## src/rtl/audio_clk_pkg.sv

```systemverilog
// Shared types and defaults for the audio clock generation/measurement blocks.
package audio_clk_pkg;

  localparam int unsigned CNT_WIDTH_DEFAULT = 16;

  typedef enum logic [1:0] {
    WAIT_FIRST,
    MEASURE,
    TIMEOUT
  } meter_state_e;

endpackage

```

## src/rtl/sync_edge_detect.sv

```systemverilog
// Two-flop synchronizer plus edge register for an asynchronous single-bit input.
// Produces registered level and single-cycle rise/fall pulses.
module sync_edge_detect (
  input  logic inClock,
  input  logic reset,
  input  logic async_in,
  output logic level,
  output logic rise,
  output logic fall
);

  logic s1_q, s1_d;
  logic s2_q, s2_d;
  logic prev_q, prev_d;
  logic rise_q, rise_d;
  logic fall_q, fall_d;

  always_comb begin
    s1_d   = async_in;
    s2_d   = s1_q;
    prev_d = s2_q;
    rise_d = s2_q & ~prev_q;
    fall_d = ~s2_q & prev_q;
  end

  always_ff @(posedge inClock or posedge reset) begin
    if (reset) begin
      s1_q   <= 1'b0;
      s2_q   <= 1'b0;
      prev_q <= 1'b0;
      rise_q <= 1'b0;
      fall_q <= 1'b0;
    end else begin
      s1_q   <= s1_d;
      s2_q   <= s2_d;
      prev_q <= prev_d;
      rise_q <= rise_d;
      fall_q <= fall_d;
    end
  end

  assign level = s2_q;
  assign rise  = rise_q;
  assign fall  = fall_q;

endmodule

```

## src/rtl/clock_period_meter.sv

```systemverilog
// Measures period and high time of a slow asynchronous clock in inClock cycles,
// with lock detection over consecutive in-tolerance periods and a stall timeout.
module clock_period_meter
  import audio_clk_pkg::*;
#(
  parameter int unsigned CNT_WIDTH  = CNT_WIDTH_DEFAULT,
  parameter int unsigned LOCK_COUNT = 4,
  parameter int unsigned TOLERANCE  = 1
) (
  input  logic                 inClock,
  input  logic                 reset,
  input  logic                 measClock,
  output logic [CNT_WIDTH-1:0] period,
  output logic [CNT_WIDTH-1:0] highTime,
  output logic                 valid,
  output logic                 locked,
  output logic                 timeout
);

  localparam int unsigned CMP_W = CNT_WIDTH + 1;
  localparam int unsigned RUN_W = $clog2(LOCK_COUNT + 1);
  localparam logic [CNT_WIDTH-1:0] CNT_MAX = '1;

  logic meas_level_unused;
  logic meas_rise;
  logic meas_fall;

  sync_edge_detect u_sync (
    .inClock  (inClock),
    .reset    (reset),
    .async_in (measClock),
    .level    (meas_level_unused),
    .rise     (meas_rise),
    .fall     (meas_fall)
  );

  meter_state_e         state_q, state_d;
  logic [CNT_WIDTH-1:0] cnt_q, cnt_d;
  logic [CNT_WIDTH-1:0] hi_latch_q, hi_latch_d;
  logic [RUN_W-1:0]     run_q, run_d;
  logic [CNT_WIDTH-1:0] period_q, period_d;
  logic [CNT_WIDTH-1:0] high_time_q, high_time_d;
  logic                 valid_q, valid_d;
  logic                 locked_q, locked_d;
  logic                 timeout_q, timeout_d;

  logic [CMP_W-1:0] meas_len;
  logic [CMP_W-1:0] prev_len;
  logic [CMP_W-1:0] len_diff;
  logic             in_tol;
  logic [RUN_W-1:0] run_nxt;

  // Length of the phase ending this cycle, and its distance from the last published period.
  always_comb begin
    meas_len = CMP_W'(cnt_q) + CMP_W'(1);
    prev_len = CMP_W'(period_q);
    len_diff = (meas_len >= prev_len) ? (meas_len - prev_len) : (prev_len - meas_len);
    in_tol   = (len_diff <= CMP_W'(TOLERANCE));
    // run_q == 0 marks the first publish after WAIT_FIRST or TIMEOUT.
    if ((run_q == '0) || !in_tol) begin
      run_nxt = RUN_W'(1);
    end else if (run_q == RUN_W'(LOCK_COUNT)) begin
      run_nxt = run_q;
    end else begin
      run_nxt = run_q + RUN_W'(1);
    end
  end

  always_comb begin
    state_d     = state_q;
    cnt_d       = (cnt_q == CNT_MAX) ? cnt_q : cnt_q + CNT_WIDTH'(1);
    hi_latch_d  = hi_latch_q;
    run_d       = run_q;
    period_d    = period_q;
    high_time_d = high_time_q;
    valid_d     = 1'b0;
    locked_d    = locked_q;
    timeout_d   = timeout_q;

    case (state_q)
      WAIT_FIRST: begin
        if (meas_rise) begin
          cnt_d   = '0;
          state_d = MEASURE;
        end
      end
      MEASURE: begin
        if (meas_rise) begin
          period_d    = CNT_WIDTH'(meas_len);
          high_time_d = hi_latch_q;
          valid_d     = 1'b1;
          run_d       = run_nxt;
          locked_d    = (run_nxt == RUN_W'(LOCK_COUNT));
          cnt_d       = '0;
        end else begin
          if (meas_fall) begin
            hi_latch_d = CNT_WIDTH'(meas_len);
          end
          if (meas_len == CMP_W'(CNT_MAX)) begin
            timeout_d = 1'b1;
            locked_d  = 1'b0;
            run_d     = '0;
            state_d   = TIMEOUT;
          end
        end
      end
      TIMEOUT: begin
        if (meas_rise) begin
          timeout_d = 1'b0;
          cnt_d     = '0;
          state_d   = MEASURE;
        end
      end
      default: state_d = WAIT_FIRST;
    endcase
  end

  always_ff @(posedge inClock or posedge reset) begin
    if (reset) begin
      state_q     <= WAIT_FIRST;
      cnt_q       <= '0;
      hi_latch_q  <= '0;
      run_q       <= '0;
      period_q    <= '0;
      high_time_q <= '0;
      valid_q     <= 1'b0;
      locked_q    <= 1'b0;
      timeout_q   <= 1'b0;
    end else begin
      state_q     <= state_d;
      cnt_q       <= cnt_d;
      hi_latch_q  <= hi_latch_d;
      run_q       <= run_d;
      period_q    <= period_d;
      high_time_q <= high_time_d;
      valid_q     <= valid_d;
      locked_q    <= locked_d;
      timeout_q   <= timeout_d;
    end
  end

  assign period   = period_q;
  assign highTime = high_time_q;
  assign valid    = valid_q;
  assign locked   = locked_q;
  assign timeout  = timeout_q;

endmodule

```

## config.mk

```make
export PLATFORM = sky130hd
export DESIGN_NAME = clock_period_meter
export DESIGN_NICKNAME = d
export VERILOG_FILES = /design/src/rtl/audio_clk_pkg.sv /design/src/rtl/sync_edge_detect.sv /design/src/rtl/clock_period_meter.sv
export SDC_FILE = /design/constraint.sdc
export NUM_CORES = 1
export LEC_CHECK = 0
export CAP_MARGIN = 20
export CORE_ASPECT_RATIO = 2
export CORE_MARGIN = 10
export CORE_UTILIZATION = 50
export CTS_CLUSTER_SIZE = 25
export DETAILED_ROUTE_END_ITERATION = 10
export GPL_TIMING_DRIVEN = 1
export HOLD_SLACK_MARGIN = 0.08
export PLACE_DENSITY = 0.73
export SYNTH_ARGS = -nofsm -noshare
export SYNTH_HDL_FRONTEND = slang
export SYNTH_SLANG_ARGS = --single-unit
```

## constraint.sdc

```tcl
create_clock -name inClock -period 3.9 [get_ports inClock]
set_input_delay 0.78 -clock inClock [delete_from_list [all_inputs] [get_ports inClock]]
set_output_delay 0.78 -clock inClock [all_outputs]
set_load 0.02 [all_outputs]
```

==> flow_summary_export.csv, run 1 <==
group,metric,value,unit
die,core,0.009699,mm2
die,io_pins,38,
run,drv_cap,0,
synthesis,synth_seq_cells,77,
drt,routed_wl,14.51,mm
synthesis,synth-edff-count,0,
clock_tree,clockBufferDepth,2,
outcome,violations,"negative setup slack",
clock_tree,ctsHoldBuffers,0,
synthesis,ys_top_cells_by_count,"79 x nand2_1, 77 x dfrtp_1, 64 x a21oi_1, 48 x inv_1, 37 x nor2_1",
synthesis,synthFlopType,"dfrtp_1",
critical_path,critical_path_arrival,4.25,ns
cells_and_area,final_nets,729,
power_and_ir_drop,p_per_area,915.0,mW/mm2
synthesis,syn_area,0.004915,mm2
drt,drt-initial-drc-count,200,
die,dieWidth,90.11,um
sta,period_minus_slack,3.995,ns
drt,wl_per_cell,17.59,um
synthesis,synthTopCellsByArea,"dfrtp_1 39%, ha_1 9.2%, a21oi_1 6.5%",
clock_tree,insertion_delay,0.33,ns
synthesis,synthArstFlopShare,100.0,%
cells_and_area,area_growth,37.17,%
drt,detail-route-antenna-nets,0,
placement,gp_congestion,0.9232,
clock_tree,cts.sinks,77,
die,start_util,50.67,%
placement,placed_area,0.006176,mm2
critical_path,endpoint_kind,"flop",
clock_tree,tritoncts,"done",
global_route,grt_max_degree,78,
synthesis,netlist.top_cell.by_area,"dfrtp_1",
placement,dp_hpwl,11.53,mm
hold_path,hold_class,"flop to flop",
sta,fin_skew,0.007604,ns
critical_path,start_kind,"flop",
cells_and_area,antenna_cells,0,
sta,hold_ws,0.3620,ns
clock_tree,cts-root-buf,"clkbuf_16",
clock_tree,clk_pin_slew_worst_paths,0.06,ns
global_route,antenna_found_initial,0,
sta,maxSlewHeadroom,37.33,%
synthesis,yosysWarnings,0,
sta,fmax,250.3,MHz
placement,io_buffers,37,
sta,rsz0062_at_grt,"true",
critical_path,reg2reg_depth,20,
synthesis,yosysMostFrequentCell,"nand2_1",
drt,vias_per_cell,5.588,
outcome,status,"complete, but fails checks",
cells_and_area,drive_gt1_share,23.52,%
power_and_ir_drop,vdd_drop_max,0.7912,mV
synthesis,avgSynthCellArea,8.607,um2
synthesis,synth_cells,571,
sta,tightest_slew,0.9400,ns
sta,period_share,102.4,%
clock_tree,htree_num_levels,3,
critical_path,critPathKind,"flop to flop",
die,fp.dieArea,0.01444,mm2
die,die_y,160.2,um
critical_path,cp.required,4.15,ns
synthesis,synth_cell_type_count,59,
clock_tree,numCtsBuffers,9,
synthesis,synth_seq_area_share,39.21,%
die,rows,51,
sta,setup_slack,-0.09492,ns
cells_and_area,fin_area,0.006741,mm2
hold_path,whs_path_depth,0,
sta,finalSetupViolCount,4,
sta,finalHoldViolCount,0,
global_route,grt_use_total,20.13,%
sta,slew_violations,0,
synthesis,synthesis.nets,612,
drt,dr.pass1.iters,4,
power_and_ir_drop,power_leakage,0.003188,uW
global_route,overflow,0,
drt,drc_errors,0,
critical_path,worstPathMaxFanout,7,
global_route,grt_pass1_wl,23.55,mm
drt,routed-via-count,4610,
synthesis,yosysTopAreaCellShare,39.21,%
global_route,grt_pass1_vias,4833,
==> per-layer routing <==
layer  up-vias  share of wire, %  GRT usage, %
met5         -                 0             0
met4         0               6.5         14.41
met3        47               3.1         2.629
met2       125                54         37.45
met1      2221                36         19.72
li1       2217                 -             -
==> critical path, stage by stage, from the launching register on <==
cell and delay [ns]:
dfrtp_1 0.37, ha_2 0.18, nand4_1 0.15, or2_4 0.34, nor2_4 0.15, xnor2_2 0.13, inv_1 0.09, ha_4 0.30
nand4_1 0.13, or4_4 0.44, and3_4 0.18, o21ai_4 0.06, buf_12 0.14, buf_12 0.12, mux2i_1 0.22, xnor2_1 0.14
nand3_1 0.13, nor4_4 0.20, buf_4 0.17, nand4_1 0.08, a21oi_1 0.17
==> state kept, by name, summed over array words and instances, names as in the netlist <==
signal,cells
cnt_q,16
hi_latch_q,16
highTime,16
locked,1
period,16
run_q,3
state_q,2
timeout,1
u_sync.fall,1
u_sync.level,1
u_sync.prev_q,1
u_sync.rise,1
u_sync.s1_q,1
valid,1
==> report_power, final <==
group          total, uW  switching (uW)  leakage (uW)  internal, uW
Sequential          1170             150      0.000990          1020
Clock                897             321      0.000158           576
Combinational       4100            2110       0.00204          1990
==> cell usage in the layout (no fill, tap or decap), types with 6 or more instances in the layout <==
| cell | n |
|---|---|
| buf_4 | 92 |
| nor2b_1 | 7 |
| nand4_1 | 14 |
| xor2_1 | 8 |
| clkdlybuf4s50_1 | 37 |
| ha_1 | 29 |
| dfrtp_1 | 77 |
| a21o_1 | 7 |
| nand3_1 | 14 |
| a21oi_1 | 61 |
| nand2_1 | 79 |
| xnor2_1 | 10 |
| nand2b_1 | 6 |
| nor2_1 | 32 |
| and3_1 | 6 |
| clkbuf_16 | 10 |
| ha_4 | 6 |
| nor3_1 | 8 |
| inv_1 | 46 |
| o21ai_0 | 27 |
==> cell type report <==
type | instances | area [um2]
clock buffers | 10 | 239.0
flip-flops and latches | 77 | 1927
inverters | 48 | 180.2
well taps | 132 | 165.2
multi-input cells | 420 | 3018
fillers | 760 | 2958
repair buffers | 132 | 1126
clock inverters | 6 | 86.33
==> timing repair <==
action                                 4_1_cts  5_1_grt
pin swaps                                    5        1
buffers inserted                             4        0
endpoints found under the hold margin        0        0
setup endpoints to repair                    4        4
gates cloned                                 0        0
resized for setup                           23        6
==> through the flow <==
step / power (uW) / utilization [%] / instances / setup slack [ns] / setup TNS (ns)
final: 6169 / 69.50 / 825 / -0.09492 / -0.3251
after global routing: 6553 / 69.50 / 825 / -0.3328 / -1.210
after CTS: 6122 / 68.86 / 823 / -0.08740 / -0.2360
after detailed placement: 4864 / 63.67 / 803 / -0.2610 / -0.9741
after global placement: 4789 / 63.67 / 803 / -0.1681 / -0.5774
after floorplan: 3452 / - / 571 / -0.004934 / -0.009485
==> worst paths after layout <==
check / from / endpoint / slack (ns)
setup / recovery: cnt_q[0] / run_q[2] / -0.09
setup reg to reg: cnt_q[0] / run_q[2] / -0.09
max in group asynchronous: reset / highTime[9] / 2.22
hold reg to reg: u_sync.s1_q / u_sync.level / 0.36
hold / removal: u_sync.s1_q / u_sync.level / 0.36
min in group asynchronous: reset / period[0] / 1.05
==> logic make-up after synthesis <==
kind of cell / count (synthesis) / synth area share, %
AOI/OAI and AO/OA: 149 / 19.04
xor gates and xnor gates: 26 / 4.633
adders and majority gates: 38 / 9.980
buffers and inverters: 74 / 6.008
DFF: 77 / 39.21
muxes: 8 / 1.680
and+or+nand+nor: 199 / 19.45
(Power assumes the default switching activity.)
==> inputs of run 2 (changes only) <==
GPL_ROUTABILITY_DRIVEN = 0   (was default)
clock period = 3.5 ns   (was 3.9 ns; I/O delays follow)
==> run 2 against run 1 <==
The flow still finishes with violations (negative setup slack). Routed wire length increased by 5.9%. Clock skew shrank 0.0036 ns. Largest cell class unchanged. Core utilization grew 3.9 points. Largest power group unchanged. Critical path type unchanged. Hold slack got worse by 0.0059 ns.
==> flow_summary_export.csv, run 2 (synthesis results as in run 1) <==
group,metric,value,unit
outcome,status,"complete, but fails checks",
outcome,violations,"negative setup slack",
cells_and_area,final_nets,773,
cells_and_area,antenna_cells,0,
critical_path,start_kind,"flop",
sta,rsz0062_at_grt,"true",
placement,dp_hpwl,11.31,mm
clock_tree,cts-root-buf,"clkbuf_16",
critical_path,critPathKind,"flop to flop",
global_route,grt_pass1_vias,5021,
clock_tree,clockBufferDepth,2,
power_and_ir_drop,power,7108,uW
sta,tns,-2.594,ns
drt,drc_errors,0,
drt,routed_wl,15.36,mm
clock_tree,htree_num_levels,3,
die,start_util,50.67,%
drt,routed-via-count,4924,
sta,setup_slack,-0.6724,ns
sta,tightest_slew,0.6112,ns
sta,period_minus_slack,4.172,ns
power_and_ir_drop,p_per_area,998.8,mW/mm2
drt,drt-initial-drc-count,289,
die,fp.dieArea,0.01444,mm2
clock_tree,numCtsBuffers,9,
global_route,overflow,0,
clock_tree,cts.sinks,77,
drt,dr.pass1.iters,7,
die,die_y,160.2,um
power_and_ir_drop,vdd_drop_max,0.6702,mV
critical_path,critical_path_arrival,4.39,ns
placement,io_buffers,37,
die,core,0.009699,mm2
placement,placed_area,0.006439,mm2
sta,finalSetupViolCount,4,
clock_tree,clk_pin_slew_worst_paths,0.06,ns
sta,finalHoldViolCount,0,
critical_path,cp.required,3.72,ns
drt,detail-route-antenna-nets,0,
sta,fin_skew,0.004033,ns
cells_and_area,fillers,672,
drt,vias_per_cell,5.673,
cells_and_area,drive_gt1_share,29.21,%
sta,slew_violations,0,
sta,maxSlewHeadroom,59.21,%
die,dieWidth,90.11,um
clock_tree,tritoncts,"done",
sta,fmax,239.7,MHz
global_route,grt_pass1_wl,24.51,mm
sta,period_share,119.2,%
cells_and_area,layout_common_cells,"132 x buf_4, 78 x nand2_1, 77 x dfrtp_1",
global_route,antenna_found_initial,0,
hold_path,hold_class,"flop to flop",
power_and_ir_drop,power_leakage,0.003403,uW
global_route,grt_use_total,20.65,%
global_route,grt_max_degree,78,
drt,wl_per_cell,17.69,um
cells_and_area,layout_commonest_cell,"buf_4",
cells_and_area,fin_area,0.007117,mm2
die,rows,51,
cells_and_area,area_growth,44.81,%
critical_path,endpoint_kind,"flop",
clock_tree,insertion_delay,0.33,ns
critical_path,worstPathMaxFanout,5,
run,drv_cap,0,
die,io_pins,38,
==> run 2: repair_timing <==
action                                  in CTS  in global routing
pin swaps                                   19                 19
setup buffers                                9                  5
endpoints found under the setup margin       4                  4
hold buffers                                 0                  0
gates resized for setup                     20                 19
==> run 2: worst paths after layout <==
check | to | slack, ns | start | cells after the start
worst max-delay path | locked | -0.67 | cnt_q[0] | 19
worst max register to register | locked | -0.67 | cnt_q[0] | 19
max in group asynchronous | hi_latch_q[10] | 2.40 | reset | 3
worst min register to register | u_sync.level | 0.36 | u_sync.s1_q | 0
min in group asynchronous | highTime[3] | 0.76 | reset | 3
worst min-delay path | u_sync.level | 0.36 | u_sync.s1_q | 0
==> run 2: power by group <==
part	internal (uW)	total, uW	leakage (uW)	switching (uW)
sequential	1130	1310	0.000990	175
combinational	2350	4820	0.00227	2470
clock	620	977	0.000147	358
==> run 2: cell type report <==
type | instances | area [um2] | area share [%]
clock buffer | 9 | 225.2 | 3.165
clock inverter | 6 | 88.84 | 1.248
inverter | 48 | 180.2 | 2.532
multi-input combinational | 420 | 3050 | 42.86
sequential | 77 | 1927 | 27.07
tap | 132 | 165.2 | 2.321
timing repair buffer | 176 | 1480 | 20.80
==> run 2: per-layer routing <==
| metal | vias up | global-route usage, % | part of all wire (%) |
|---|---|---|---|
| met2 | 176 | 37.65 | 54 |
| li1 | 2309 | - | - |
| met3 | 78 | 3.146 | 3.9 |
| met4 | 0 | 13.32 | 5.8 |
| met5 | - | 0 | 0 |
| met1 | 2361 | 21.21 | 37 |
==> run 2: metrics by stage <==
| step | cells | hold WS (ns) | util (%) | setup slack (ns) |
|---|---|---|---|---|
| floorplan | 571 | 0.3312 | - | -0.4049 |
| global placement | 838 | 0.3368 | 66.38 | -0.6584 |
| detailed placement | 838 | 0.3451 | 66.38 | -0.8205 |
| CTS | 862 | 0.3589 | 71.43 | -0.5639 |
| global route | 868 | 0.3614 | 73.37 | -0.8236 |
| finish | 868 | 0.3562 | 73.37 | -0.6724 |
==> run 2: critical path: stages, from the launching register on <==
cell and delay, ns:
dfrtp_1 0.38, and3_4 0.21, nand3_4 0.09, or2_4 0.30, nor2_4 0.11, xnor2_2 0.13
inv_1 0.10, ha_4 0.29, nand4_1 0.15, or4_4 0.58, and3_4 0.18, o21ai_4 0.13
buf_6 0.15, mux2_4 0.29, a41oi_2 0.17, xnor2_1 0.16, nor3_2 0.05, buf_4 0.15
and3_4 0.18, a32o_2 0.26
==> inputs of run 3 (changes only) <==
CORE_MARGIN = 5   (was 10)
REMOVE_ABC_BUFFERS = 1   (was default)
==> run 3 against run 2 <==
The flow still finishes with violations (negative setup slack). Cell area fell by 3.1%. Worst setup slack worse by 0.025 ns. Critical path depth down 1. Register-to-register slack got worse by 0.02 ns. Hold slack got worse by 0.0018 ns. Routed wire length is 2.0% higher. Clock power down 5.2%. Final cell count is 1.2% lower. Maximum frequency fell by 0.59%. Largest cell class unchanged.
==> flow_summary_export.csv, run 3 (synthesis results as in run 1) <==
group,metric,value,unit
cells_and_area,fin_cells,858,
die,fp.dieArea,0.01203,mm2
hold_path,hold_class,"flop to flop",
placement,placed_cells,832,
clock_tree,tritoncts,"done",
die,dieWidth,80.11,um
critical_path,critical_path_arrival,4.40,ns
drt,dr.pass1.iters,5,
cells_and_area,layout_common_cells,"124 x buf_4, 79 x nand2_1, 77 x dfrtp_1",
global_route,overflow,0,
die,die_y,150.2,um
cells_and_area,final_nets,763,
critical_path,cp.required,3.70,ns
global_route,grt_pass1_vias,5152,
clock_tree,cts.sinks,77,
die,core,0.009699,mm2
sta,fmax,238.2,MHz
global_route,grt_use_total,26.79,%
sta,hold_ws,0.3544,ns
drt,wl_per_cell,18.26,um
critical_path,critPathKind,"flop to flop",
power_and_ir_drop,p_per_area,979.7,mW/mm2
critical_path,worstPathMaxFanout,4,
sta,maxSlewHeadroom,31.46,%
die,io_pins,38,
placement,io_buffers,37,
die,start_util,50.67,%
drt,vias_per_cell,5.782,
drt,routed_wl,15.67,mm
cells_and_area,drive_gt1_share,25.90,%
global_route,grt_max_degree,78,
clock_tree,cts-root-buf,"clkbuf_16",
clock_tree,numCtsBuffers,9,
sta,fin_skew,0.01079,ns
power_and_ir_drop,power,6754,uW
sta,finalHoldViolCount,0,
placement,dp_hpwl,11.03,mm
cells_and_area,layout_commonest_cell,"buf_4",
cells_and_area,fin_area,0.006894,mm2
outcome,violations,"negative setup slack",
drt,routed-via-count,4961,
sta,period_minus_slack,4.197,ns
cells_and_area,area_growth,40.27,%
clock_tree,ctsHoldBuffers,0,
sta,rsz0062_at_grt,"true",
cells_and_area,fin_util,71.08,%
sta,finalSetupViolCount,4,
die,rows,51,
sta,slew_violations,0,
clock_tree,clk_pin_slew_worst_paths,0.06,ns
clock_tree,clockBufferDepth,2,
global_route,grt_pass1_wl,24.92,mm
sta,period_share,119.9,%
critical_path,start_kind,"flop",
clock_tree,htree_num_levels,3,
sta,tightest_slew,1.028,ns
drt,drt-initial-drc-count,316,
critical_path,endpoint_kind,"flop",
power_and_ir_drop,power_leakage,0.003331,uW
drt,detail-route-antenna-nets,0,
critical_path,r2r_slack,-0.70,ns
placement,placed_area,0.006233,mm2
power_and_ir_drop,vdd_drop_max,0.5528,mV
global_route,antenna_found_initial,0,
drt,drc_errors,0,
cells_and_area,antenna_cells,0,
outcome,status,"complete, but fails checks",
run,drv_cap,0,
clock_tree,insertion_delay,0.34,ns
sta,setup_slack,-0.6974,ns
[run 3: worst paths after layout]
check                      cells after the start         from       endpoint
max in group asynchronous                      3        reset      cnt_q[14]
min                                            0  u_sync.s1_q   u_sync.level
min in group asynchronous                      3        reset  hi_latch_q[3]
max                                           18     cnt_q[0]       run_q[0]
min reg2reg                                    0  u_sync.s1_q   u_sync.level
max reg2reg                                   18     cnt_q[0]       run_q[0]
[run 3: timing repair]
item	in CTS	in global routing
endpoints found under the setup margin	4	4
buffers inserted	7	3
gates resized for setup	31	14
pin swaps	23	17
[run 3: area by class of cell]
class | instances | area (um2)
Sequential cell | 77 | 1927
Clock inverter | 5 | 60.06
Tap cell | 132 | 165.2
Fill cell | 713 | 2805
Inverter | 48 | 180.2
Multi-Input combinational cell | 420 | 2948
Clock buffer | 10 | 239.0
Timing Repair Buffer | 166 | 1375
[run 3: critical path, stage by stage (launching register included)]
cell and delay (ns):
dfrtp_1 0.39, ha_2 0.20, nand4_1 0.14, or2_4 0.36
nor2_4 0.14, xnor2_2 0.13, inv_1 0.10, ha_4 0.28
nand4_1 0.12, or4_4 0.57, and3_4 0.21, o21ai_4 0.10
buf_12 0.15, mux2i_4 0.28, a41oi_2 0.16, xnor2_1 0.16
nor3_2 0.24, and3_4 0.24, o221ai_2 0.08
[run 3: metrics by stage]
stage	setup WS, ns	setup TNS [ns]
5_1_grt	-0.8231	-3.277
3_5_place_dp	-0.8532	-3.195
6_report	-0.6974	-2.760
3_3_place_gp	-0.6141	-2.370
4_1_cts	-0.5939	-2.332
2_1_floorplan	-0.9176	-3.455
[run 3: where the power goes]
| part | switching (uW) | total, uW | internal [uW] |
|---|---|---|---|
| clock | 356 | 926 | 569 |
| sequential | 175 | 1310 | 1130 |
| combinational | 2330 | 4520 | 2190 |
[run 3: per-layer routing]
metal	global-route usage, %	vias to the layer above	wire (um)
met5	0	-	0
met4	19.29	0	1261
met3	3.413	95	562
met2	48.55	197	8364
met1	27.35	2384	5481
li1	-	2285	-
